===== src/rtl/hc_pkg.sv =====
// Shared helpers for the Han-Carlson prefix blocks: level count, prefix cell
// functions and a generic pipeline slot type.
package hc_pkg;

  localparam int PAYLOAD_W = 64;

  typedef struct packed {
    logic                 valid;
    logic [PAYLOAD_W-1:0] payload;
  } pipe_slot_t;

  function automatic int levels(input int width);
    return $clog2(width);
  endfunction

  function automatic logic gray_g(input logic g_hi, input logic p_hi, input logic g_lo);
    return g_hi | (p_hi & g_lo);
  endfunction

  function automatic logic black_p(input logic p_hi, input logic p_lo);
    return p_hi & p_lo;
  endfunction

  function automatic logic stage_advance(input logic valid, input logic next_advance);
    return ~valid | next_advance;
  endfunction

endpackage


===== src/rtl/hc_prefix_net.sv =====
// Combinational Han-Carlson group-generate network: a Kogge-Stone tree on the
// odd bit positions followed by one gray-cell row for the even positions.
module hc_prefix_net
  import hc_pkg::*;
#(
  parameter int WIDTH = 16
) (
  input  logic [WIDTH-1:0] g,
  input  logic [WIDTH-1:0] p,
  output logic [WIDTH-1:0] gi
);

  localparam int LEVELS = levels(WIDTH);

  logic [WIDTH-1:0] gl_s [0:LEVELS];
  logic [WIDTH-1:0] pl_s [0:LEVELS];

  // Odd-position prefix tree; even positions pass through until the final row.
  always_comb begin
    gl_s[0] = g;
    pl_s[0] = p;
    for (int k = 1; k <= LEVELS; k++) begin
      gl_s[k] = gl_s[k-1];
      pl_s[k] = pl_s[k-1];
      for (int i = 1; i < WIDTH; i += 2) begin
        if (i - (1 << (k - 1)) >= 0) begin
          gl_s[k][i] = gray_g(gl_s[k-1][i], pl_s[k-1][i], gl_s[k-1][i - (1 << (k - 1))]);
          pl_s[k][i] = black_p(pl_s[k-1][i], pl_s[k-1][i - (1 << (k - 1))]);
        end else begin
          gl_s[k][i] = gl_s[k-1][i];
          pl_s[k][i] = pl_s[k-1][i];
        end
      end
    end
  end

  // Final gray row: each even bit picks up the completed prefix of its odd neighbour.
  always_comb begin
    gi = gl_s[LEVELS];
    for (int i = 2; i < WIDTH; i += 2) begin
      gi[i] = gray_g(gl_s[LEVELS][i], pl_s[LEVELS][i], gl_s[LEVELS][i-1]);
    end
  end

endmodule


===== src/rtl/hc_pipelined_subtractor.sv =====
// Three-stage pipelined Han-Carlson subtractor: diff = a - b - bin with borrow,
// signed-overflow and zero flags behind a valid/ready handshake.
module hc_pipelined_subtractor
  import hc_pkg::*;
#(
  parameter int WIDTH   = 16,
  parameter int VALENCY = 2
) (
  input  logic             clk,
  input  logic             rst,
  input  logic             in_valid,
  output logic             in_ready,
  input  logic [WIDTH-1:0] a,
  input  logic [WIDTH-1:0] b,
  input  logic             bin,
  output logic             out_valid,
  input  logic             out_ready,
  output logic [WIDTH-1:0] diff,
  output logic             bout,
  output logic             ovf,
  output logic             zero
);

  if (VALENCY != 2 || WIDTH < 4 || (WIDTH & (WIDTH - 1)) != 0) begin : g_param_check
    $error("hc_pipelined_subtractor: unsupported WIDTH or VALENCY");
  end

  logic             s1_valid_r;
  logic [WIDTH-1:0] s1_a_r;
  logic [WIDTH-1:0] s1_nb_r;
  logic             s1_cin_r;
  logic [WIDTH-1:0] s1_g_s;
  logic [WIDTH-1:0] s1_p_s;
  logic [WIDTH-1:0] gi_s;

  logic             s2_valid_r;
  logic [WIDTH-1:0] s2_gi_r;
  logic [WIDTH-1:0] s2_p_r;
  logic             s2_cin_r;
  logic             s2_amsb_r;
  logic             s2_bmsb_r;
  logic [WIDTH-1:0] diff_s;

  logic             out_valid_r;
  logic [WIDTH-1:0] diff_r;
  logic             bout_r;
  logic             ovf_r;
  logic             zero_r;

  logic             adv1_s;
  logic             adv2_s;
  logic             adv3_s;

  // Backpressure ripples from out_ready toward the input; in_valid never feeds in_ready.
  always_comb begin
    adv3_s   = stage_advance(out_valid_r, out_ready);
    adv2_s   = stage_advance(s2_valid_r, adv3_s);
    adv1_s   = stage_advance(s1_valid_r, adv2_s);
    in_ready = adv1_s;
  end

  // Subtraction as a + ~b + ~bin; the carry-in is folded into bit 0's generate.
  always_comb begin
    s1_p_s    = s1_a_r ^ s1_nb_r;
    s1_g_s    = s1_a_r & s1_nb_r;
    s1_g_s[0] = gray_g(s1_a_r[0] & s1_nb_r[0], s1_p_s[0], s1_cin_r);
    diff_s    = s2_p_r ^ {s2_gi_r[WIDTH-2:0], s2_cin_r};
  end

  hc_prefix_net #(.WIDTH(WIDTH)) u_prefix_net (
    .g  (s1_g_s),
    .p  (s1_p_s),
    .gi (gi_s)
  );

  // Stage 1: operand register.
  always_ff @(posedge clk or posedge rst) begin
    if (rst) begin
      s1_valid_r <= 1'b0;
      s1_a_r     <= '0;
      s1_nb_r    <= '0;
      s1_cin_r   <= 1'b0;
    end else if (adv1_s) begin
      s1_valid_r <= in_valid;
      if (in_valid) begin
        s1_a_r   <= a;
        s1_nb_r  <= ~b;
        s1_cin_r <= ~bin;
      end
    end
  end

  // Stage 2: prefix register.
  always_ff @(posedge clk or posedge rst) begin
    if (rst) begin
      s2_valid_r <= 1'b0;
      s2_gi_r    <= '0;
      s2_p_r     <= '0;
      s2_cin_r   <= 1'b0;
      s2_amsb_r  <= 1'b0;
      s2_bmsb_r  <= 1'b0;
    end else if (adv2_s) begin
      s2_valid_r <= s1_valid_r;
      if (s1_valid_r) begin
        s2_gi_r   <= gi_s;
        s2_p_r    <= s1_p_s;
        s2_cin_r  <= s1_cin_r;
        s2_amsb_r <= s1_a_r[WIDTH-1];
        s2_bmsb_r <= ~s1_nb_r[WIDTH-1];
      end
    end
  end

  // Stage 3: output register; holds while the consumer stalls.
  always_ff @(posedge clk or posedge rst) begin
    if (rst) begin
      out_valid_r <= 1'b0;
      diff_r      <= '0;
      bout_r      <= 1'b0;
      ovf_r       <= 1'b0;
      zero_r      <= 1'b0;
    end else if (adv3_s) begin
      out_valid_r <= s2_valid_r;
      if (s2_valid_r) begin
        diff_r <= diff_s;
        bout_r <= ~s2_gi_r[WIDTH-1];
        ovf_r  <= (s2_amsb_r != s2_bmsb_r) && (diff_s[WIDTH-1] != s2_amsb_r);
        zero_r <= ~|diff_s;
      end
    end
  end

  assign out_valid = out_valid_r;
  assign diff      = diff_r;
  assign bout      = bout_r;
  assign ovf       = ovf_r;
  assign zero      = zero_r;

endmodule


===== config.mk =====
export PLATFORM = sky130hd
export DESIGN_NAME = hc_pipelined_subtractor
export DESIGN_NICKNAME = d
export VERILOG_FILES = /design/src/rtl/hc_pkg.sv /design/src/rtl/hc_prefix_net.sv /design/src/rtl/hc_pipelined_subtractor.sv
export SDC_FILE = /design/constraint.sdc
export NUM_CORES = 1
export LEC_CHECK = 0
export CAP_MARGIN = 30
export CORE_ASPECT_RATIO = 1.75
export CORE_MARGIN = 2
export CORE_UTILIZATION = 30
export DETAILED_ROUTE_END_ITERATION = 6
export GPL_ROUTABILITY_DRIVEN = 1
export SYNTH_ARGS = -nofsm -noshare
export SYNTH_HDL_FRONTEND = slang
export SYNTH_HIERARCHICAL = 1
export SYNTH_SLANG_ARGS = --single-unit

===== constraint.sdc =====
create_clock -name clk -period 2.9 [get_ports clk]
set_input_delay 0.29 -clock clk [delete_from_list [all_inputs] [get_ports clk]]
set_output_delay 0.29 -clock clk [all_outputs]
set_load 0.05 [all_outputs]

==> Word level (Yosys, flattened, before mapping) <==
Index checks and enable logic that the tools add are counted.
{ "word_totals": {"inputBits": 37, "output_inout_bits": 21, "ff_bits": 90} }
{ "op_classes": {"n_bitwise": 97, "reduce_logical": 6, "eq_ne": 2} }
{ "ops": {"columns": ["cell", "count"], "rows": [
  ["$and 1x1->1", 51],
  ["$or 1x1->1", 36],
  ["$xor 16x16->16", 2],
  ["$and 16x16->16", 1],
  ["$not 16->16", 1],
  ["$reduce_or 16->1", 1],
  ["$not 1->1", 6],
  ["$reduce_and 2->1", 3],
  ["$ne 1x1->1", 2],
  ["$logic_and 1x1->1", 1],
  ["$logic_not 1->1", 1]
]} }

==> Longest topological paths before layout <==
Gate-level depths: netlist of the first run.
{ "depth": {"depth_word": 11, "mapped_depth": 7} }

==> By module <==
The synthesis of the first run kept the hierarchy.
{ "by_module_without_submodules": {"columns": ["module", "area_each_um2", "seq_area_each_um2", "instances", "cells_per_inst"], "rows": [
  ["hc_pipelined_subtractor", 3689.8, 2252.2, 1, 272],
  ["hc_prefix_net", 295.3, 0.0, 1, 54]
]} }

==> Worst setup path before layout of the first run <==
No wires, ideal clock.
{ "synth_timing": {"kind": "register to register", "from": "register out_valid_r (netlist: out_valid)", "to": "register s1_a_r[10]", "path_buffers": 1, "arrival_ns": 2.167, "setup_slack_ns": 0.608, "t_required_ns": 2.775, "stages_incl_launch_ff": 5, "path_cell_list": "dfrtp_1 nand4b_1 nand2_1 buf_4 mux2_2"} }
{ "synth_via": {"elab_chain_len": 5} }
{ "synth_rtl": {"columns": ["item", "line_no", "text"], "rows": [
  ["start: declaration", "hc_pipelined_subtractor.sv:44", "logic out_valid_r;"],
  ["start signal: assignment", "hc_pipelined_subtractor.sv:123", "out_valid_r <= s2_valid_r;"],
  ["$not 1->1", "hc_pkg.sv:25", "return ~valid | next_advance;"],
  ["$or 1x1->1 (3 in series)", "hc_pkg.sv:25", null],
  ["named net in_ready", "hc_pipelined_subtractor.sv:12", "output logic in_ready,"],
  ["$reduce_and 2->1 (no source line)", null, null],
  ["end signal: assignment", "hc_pipelined_subtractor.sv:80", "s1_a_r <= '0;"],
  ["end signal: assignment", "hc_pipelined_subtractor.sv:86", "s1_a_r <= a;"],
  ["end: declaration", "hc_pipelined_subtractor.sv:29", "logic [WIDTH-1:0] s1_a_r;"]
]} }
The timed path passes the listed nets, and every way through them passes these cells.
A chain may end at the register's enable or synchronous reset.

==> Worst setup path in the final report of the first run <==
{ "layout_timing": {"from": "register s1_a_r[0]", "to": "register s2_gi_r[10]"} }
{ "layout_via": {"elab_chain_len": 9, "elab_cells_between_ends": 10, "cone_classes": "bitwise (10)"} }
{ "layout_rtl": {"columns": ["item", "line_no", "text"], "rows": [
  ["$xor 16x16->16", "hc_pipelined_subtractor.sv:64", "s1_p_s = s1_a_r ^ s1_nb_r;"],
  ["named net s1_p_s[0]", "hc_pipelined_subtractor.sv:33", "logic [WIDTH-1:0] s1_p_s;"],
  ["$and 1x1->1", "hc_pkg.sv:17", "return g_hi | (p_hi & g_lo);"],
  ["$or 1x1->1", "hc_pkg.sv:17", null],
  ["named net s1_g_s[0]", "hc_pipelined_subtractor.sv:32", "logic [WIDTH-1:0] s1_g_s;"],
  ["$and 1x1->1", "hc_pkg.sv:17", null],
  ["$or 1x1->1", "hc_pkg.sv:17", null],
  ["named net gi_s[1]", "hc_pipelined_subtractor.sv:34", "logic [WIDTH-1:0] gi_s;"],
  ["$and 1x1->1", "hc_pkg.sv:17", null],
  ["$or 1x1->1", "hc_pkg.sv:17", null],
  ["$and 1x1->1", "hc_pkg.sv:17", null],
  ["$or 1x1->1", "hc_pkg.sv:17", null],
  ["named net gi_s[10]", "hc_pipelined_subtractor.sv:34", null],
  ["end signal: assignment", "hc_pipelined_subtractor.sv:105", "s2_gi_r <= gi_s;"],
  ["end: declaration", "hc_pipelined_subtractor.sv:37", "logic [WIDTH-1:0] s2_gi_r;"]
]} }
The timed path passes the listed nets, and every way through them passes these cells.

==> results of run 1 <==
## how the worst max path moves through the flow
stage,startpoint,endpoint,slack (ns)
6_report,s1_a_r[0],s2_gi_r[10],0.51
5_1_grt,s1_a_r[0],s2_gi_r[10],0.34
4_1_cts,s1_a_r[0],s2_gi_r[10],0.48
3_5_place_dp,s1_a_r[0],s2_gi_r[10],0.49
3_3_place_gp,s1_a_r[0],s2_gi_r[10],0.58
2_1_floorplan,rst,bout,0.27
## registers in the layout (all words and copies together), names as in the netlist
signal and cells:
s1_a_r 16, s1_cin_r 1, diff 16, s2_cin_r 1, bout 1, s1_nb_r 16, s2_gi_r 16, ovf 1
zero 1, s1_valid_r 1, s2_bmsb_r 1, s2_p_r 16, out_valid 1, s2_valid_r 1, s2_amsb_r 1
## metal layers
layer | wire length (um) | part of all wire [%]
met3 | 243 | 3.2
met1 | 3225 | 42
met4 | 191 | 2.5
met2 | 3981 | 52
met5 | 0 | 0
## report_power, final
part	switching, uW	internal (uW)
combinational	991	737
clock	459	661
sequential	235	1640
## synth_stat cells (all sizes together) (2+ instances only)
cell type  instances
nand2b             4
nor4               2
ha                16
o21ai             39
mux2              54
nand2             45
dfrtp             90
nor2               5
buf               11
xor2               4
xnor2             12
a21oi             10
o21bai             3
inv                6
nand4              3
a21o               6
## layout make-up
| cell class | instances | area (um2) | share of cell area (%) |
|---|---|---|---|
| sequential | 90 | 2252 | 44.82 |
| multi-input combinational | 218 | 1637 | 32.57 |
| timing repair buffer | 61 | 613.1 | 12.20 |
| clock buffer | 10 | 229.0 | 4.557 |
| tap | 171 | 214.0 | 4.258 |
| clock inverter | 5 | 56.30 | 1.121 |
| inverter | 6 | 23.77 | 0.4731 |
## per-stage QoR
step           instance area [um2]  worst slack, ns
2_1_floorplan                 3985           0.2747
3_3_place_gp                  4740           0.5751
3_5_place_dp                  4740           0.4871
4_1_cts                       5025           0.4814
5_1_grt                       5025           0.3372
6_report                      5025           0.5134
## critical path, delay by kind of cell, from the launching register on
kind / cells / cell delay [ns]
AO/OA/AOI/OAI: 5 / 1.28
adder cells (fa/ha/maj): 1 / 0.31
flip-flops: 1 / 0.38
multiplexers: 1 / 0.30
## kinds of logic after synthesis
family          synth area share, %
xor+xnor                      3.516
fa+ha+maj                     5.023
simple gates                  7.756
compound gates                9.514
mux                           15.26
flops                         56.51
buf+inv                       2.417
==> run summary, run 1 <==
Post-CTS sizing - 0
Reg clk slew, reported paths - 0.06 ns
Actual slew at the worst max-slew pin - 0.8246 ns
GR Util All Layers - 11.53%
Post-CTS Setup Inserts - 0
Post-synthesis cell type count - 36
# diodes - 0
R2r worst-path depth - 7
Placer Congestion - 0.7809
Finish-stage setup viols - 0
Hpwl dp - 5.888 mm
Crit path top cell by count - a21o_1
Setup TNS Final - 0 ns
Power per Cell Area - 940.8 mW/mm2
MaxCap Viol Count - 0
Worst reg-to-reg setup slack - 0.51 ns
Total wire length - 7.641 mm
IO Count - 58
Synth Cell Area - 0.003985 mm2
Critical Path Max Stage Delay - 0.45 ns
Util after Layout - 38.84%
RSZ-0062 raised after global routing - false
Overall power - 4727 uW
Starting Density - 30.80%
FF-to-FF Start - s1_a_r[0]
Final ANT Viol Nets - 0
Die width - 91.13 um
Congestion Overflow GR - 0
Met3 usage - 2.648%
Nature of the critical path endpoint - register
GRT Max-Usage Layer - met2
Die Height - 156.5 um
Synthesized instance count - 326
Maximum vdd drop - 0.3288 mV
Warnings, synthesis - 6
Status - finished, final reports clean
Met1 GRT Util - 13.00%
Fin. max-slew vios - 0
Pin count of the biggest net entering global routing - 51
Post-CTS Hold Buffers - 0
Ratio of cells with drive above 1 in the final layout - 18.97%
Syn avg cell area - 12.22 um2
Sink Count - 90
Worst Hold Class - in -> async
Register area share after synthesis - 56.51%
Finished Layout Cells - 561
Async S/R FF share, synth - 100.0%
Vias per inst - 4.508
H-tree depth - 3
Cells after DPL - 546
DRT Pass-1 Iters - 4
Startpoint class of the critical path - register
Final-report hold violation count - 0
Slew headroom - 44.83%
CTS tree - built
Core area - 0.01294 mm2
Num rows - 55
Clock Tree Buf Depth - 2
Synth top area share - 56.51%
Drt drc - 0
DR iter-0 viols - 106
Critical Path, Cell by Cell - ha_1 -> a21o_1 -> a21o_1 -> a31o_1 -> a21oi_1 -> o221ai_1 -> mux2_2
Minimum clock period - 2.387 ns
First-pass GRT wire length - 13.01 mm
Buffers added on ports - 57
Syn_nets - 379
Fill cells - 1,308
CP max-delay cell - a21oi_1
P_leak - 0.002166 uW
Main synth FF type - dfrtp_1
Met2 usage - 20.25%
Tcrit/Tclk final - 82.30%
Critical Path RT - 3.12 ns
Yosys top cell by area - dfrtp_1
CTS Root Cell - clkbuf_16
Commonest non-fill, non-tap cell in the layout - dfrtp_1
Die area - 0.01426 mm2
#FFs+latches synth - 90
Worst-Skew Late Latency - 0.33 ns
P&R area growth vs syn - 26.09%
Reg2reg end - s2_gi_r[10]
Crit path DAT - 2.60 ns
Total CTS buffers - 9
Via count - 2,529
Worst clock skew - 0.007409 ns
Post-synth EDFFs - 0
CP Class - reg -> reg
FMAX - 419.0 MHz
# nets final - 439
Wirelength per Cell - 13.62 um
Initial antenna violation count - 0
Hold Slack - 0.3746 ns
Top area cells in the synthesized netlist - dfrtp_1 57%, mux2_2 15%, ha_1 5.0%
Number of global-route vias before repair - 2,664
Most frequent cells in the layout - 90 x dfrtp_1, 57 x clkdlybuf4s50_1, 52 x mux2_2
Max Fanout on Critical Path - 7
No activity file was read; power rests on OpenSTA's default activity.
==> run 2, diff against run 1 <==
==> constraint.sdc (replaced) <==
create_clock -name clk -period 2 [get_ports clk]
set_input_delay 0.2 -clock clk [delete_from_list [all_inputs] [get_ports clk]]
set_output_delay 0.2 -clock clk [all_outputs]
set_load 0.05 [all_outputs]
==> run summary, run 2 (synthesis gave the netlist of run 1 again) <==
# nets final - 447
Num rows - 55
Buffers added on ports - 57
Die area - 0.01426 mm2
CTS tree - built
Initial antenna violation count - 0
Die width - 91.13 um
Crit path top cell by count - a21o_1
H-tree depth - 3
Die Height - 156.5 um
Pin count of the biggest net entering global routing - 91
Commonest non-fill, non-tap cell in the layout - dfrtp_1
Status - complete, but fails checks
Fill cells - 1,301
Drt drc - 0
Crit path DAT - 2.36 ns
Power per Cell Area - 1386 mW/mm2
Clock Power Share - 26.1%
IO Count - 58
Reg clk slew, reported paths - 0.06 ns
Wire length on met1 - 3.167 mm
MaxCap Viol Count - 0
Comb pwr share - 36.4%
P&R area growth vs syn - 32.28%
Tcrit/Tclk final - 106.7%
Met2 WL - 4.091 mm
DR iter-0 viols - 182
Final ANT Viol Nets - 0
Final-report hold violation count - 0
Net switching power - 2511 uW
Finished Layout Cells - 570
Switching Fraction - 34.37%
Vias per inst - 4.519
Congestion Overflow GR - 0
CP Class - reg -> reg
Total wire length - 7.736 mm
Slew headroom - 64.62%
Sink Count - 90
GR Util All Layers - 11.74%
Flop pwr share - 37.5%
FF-to-FF Start - s1_nb_r[0]
Clock Tree Buf Depth - 2
Int Pwr - 4793 uW
Hpwl dp - 5.751 mm
P_leak - 0.002331 uW
RSZ-0062 raised after global routing - true
Nature of the critical path endpoint - register
Number of global-route vias before repair - 2,706
Minimum clock period - 2.135 ns
Maximum vdd drop - 0.6115 mV
CTS Root Cell - clkbuf_16
Ratio of cells with drive above 1 in the final layout - 22.81%
Most frequent cells in the layout - 89 x dfrtp_1, 56 x clkdlybuf4s50_1, 43 x nand2_1
Failing checks - negative setup slack
Post-CTS Hold Buffers - 0
Via count - 2,576
CP max-delay cell - dfrtp_1
Fin. max-slew vios - 0
FMAX - 468.4 MHz
Critical Path RT - 2.22 ns
Starting Density - 30.80%
Core area - 0.01294 mm2
Wirelength per Cell - 13.57 um
Worst Hold Class - in -> async
DRT Pass-1 Iters - 4
Final worst setup slack - -0.1350 ns
Wire length on met3 - 302 um
Top layer in use - met4
Critical Path, Cell by Cell - ha_1 -> a21o_1 -> a21o_1 -> a31o_4 -> a21o_1 -> a221o_1 -> mux2_4
Finish-stage setup viols - 4
Cells after DPL - 552
Startpoint class of the critical path - register
Total CTS buffers - 9
Placer Congestion - 0.8126
Critical Path Max Stage Delay - 0.38 ns
Worst-Skew Late Latency - 0.34 ns
Worst slack at placement - -0.1314 ns
Max Fanout on Critical Path - 4
Worst clock skew - 0.005185 ns
Actual slew at the worst max-slew pin - 0.5290 ns
# diodes - 0
First-pass GRT wire length - 13.25 mm
Crit path launch - s1_nb_r[0]
## run 2: changes by cell type in the layout (fill, tap and decap cells not counted), sizes merged
cell / change
buf: +9
bufinv: +2
clkbuf: -1
clkdlybuf4s50: -1
## run 2: power groups by stage
stage	clock network (uW)	logic, uW	registers (uW)
finish	1910	2660	2740
global route	2030	2890	2820
CTS	1950	2680	2750
detailed placement	0	2630	2780
global placement	0	2600	2750
floorplan	0	1230	3320
## run 2: final timing paths
check | endpoint | slack [ns] | depth (start not counted)
setup reg to reg | s2_gi_r[6] | -0.13 | 7
hold / removal | out_valid | 0.32 | 3
setup / recovery | s2_gi_r[6] | -0.13 | 7
min in group clk | s1_nb_r[5] | 0.42 | 2
max in group asynchronous | s1_a_r[9] | 1.28 | 3
hold reg to reg | diff[6] | 0.48 | 2
## run 2: worst max-delay path: cells and delay by family, from the launching register on
family	cells	cell delay, ns
compound gates	5	1.07
flops	1	0.38
fa+ha+maj	1	0.31
mux	1	0.26
## run 2: per-layer routing
metal  vias to the layer above  GRT usage [%]
li1                       1278              -
met1                      1242          13.45
met2                        44          20.32
met3                        12          3.370
met4                         0          5.123
met5                         -              0
## run 2: area by class of cell
type | count | area [um2] | area share, %
clock inverters | 7 | 117.6 | 2.231
repair buffers | 69 | 711.9 | 13.51
flip-flops and latches | 90 | 2253 | 42.75
well taps | 171 | 214.0 | 4.059
inverters | 6 | 26.28 | 0.4985
multi-input cells | 218 | 1723 | 32.68
clock buffers | 9 | 225.2 | 4.272
## run 2: timing repair
action,4_1_cts,5_1_grt
setup endpoints to repair,7,12
buffers inserted,1,1
pin swaps,1,0
gates resized for setup,8,1
## run 2: stage by stage
stage	power, uW	hold WS (ns)	cell area [um2]	setup TNS, ns	util [%]
after detailed placement	5415	0.4613	4886	-0.3588	37.77
after global routing	7743	0.3656	5271	-1.153	40.74
final	7304	0.3174	5271	-0.3153	40.74
after CTS	7379	0.3717	5260	-0.3146	40.66
after floorplan	4544	0.3084	4064	-0.7618	-
after global placement	5346	0.4544	4886	-0.2041	37.77
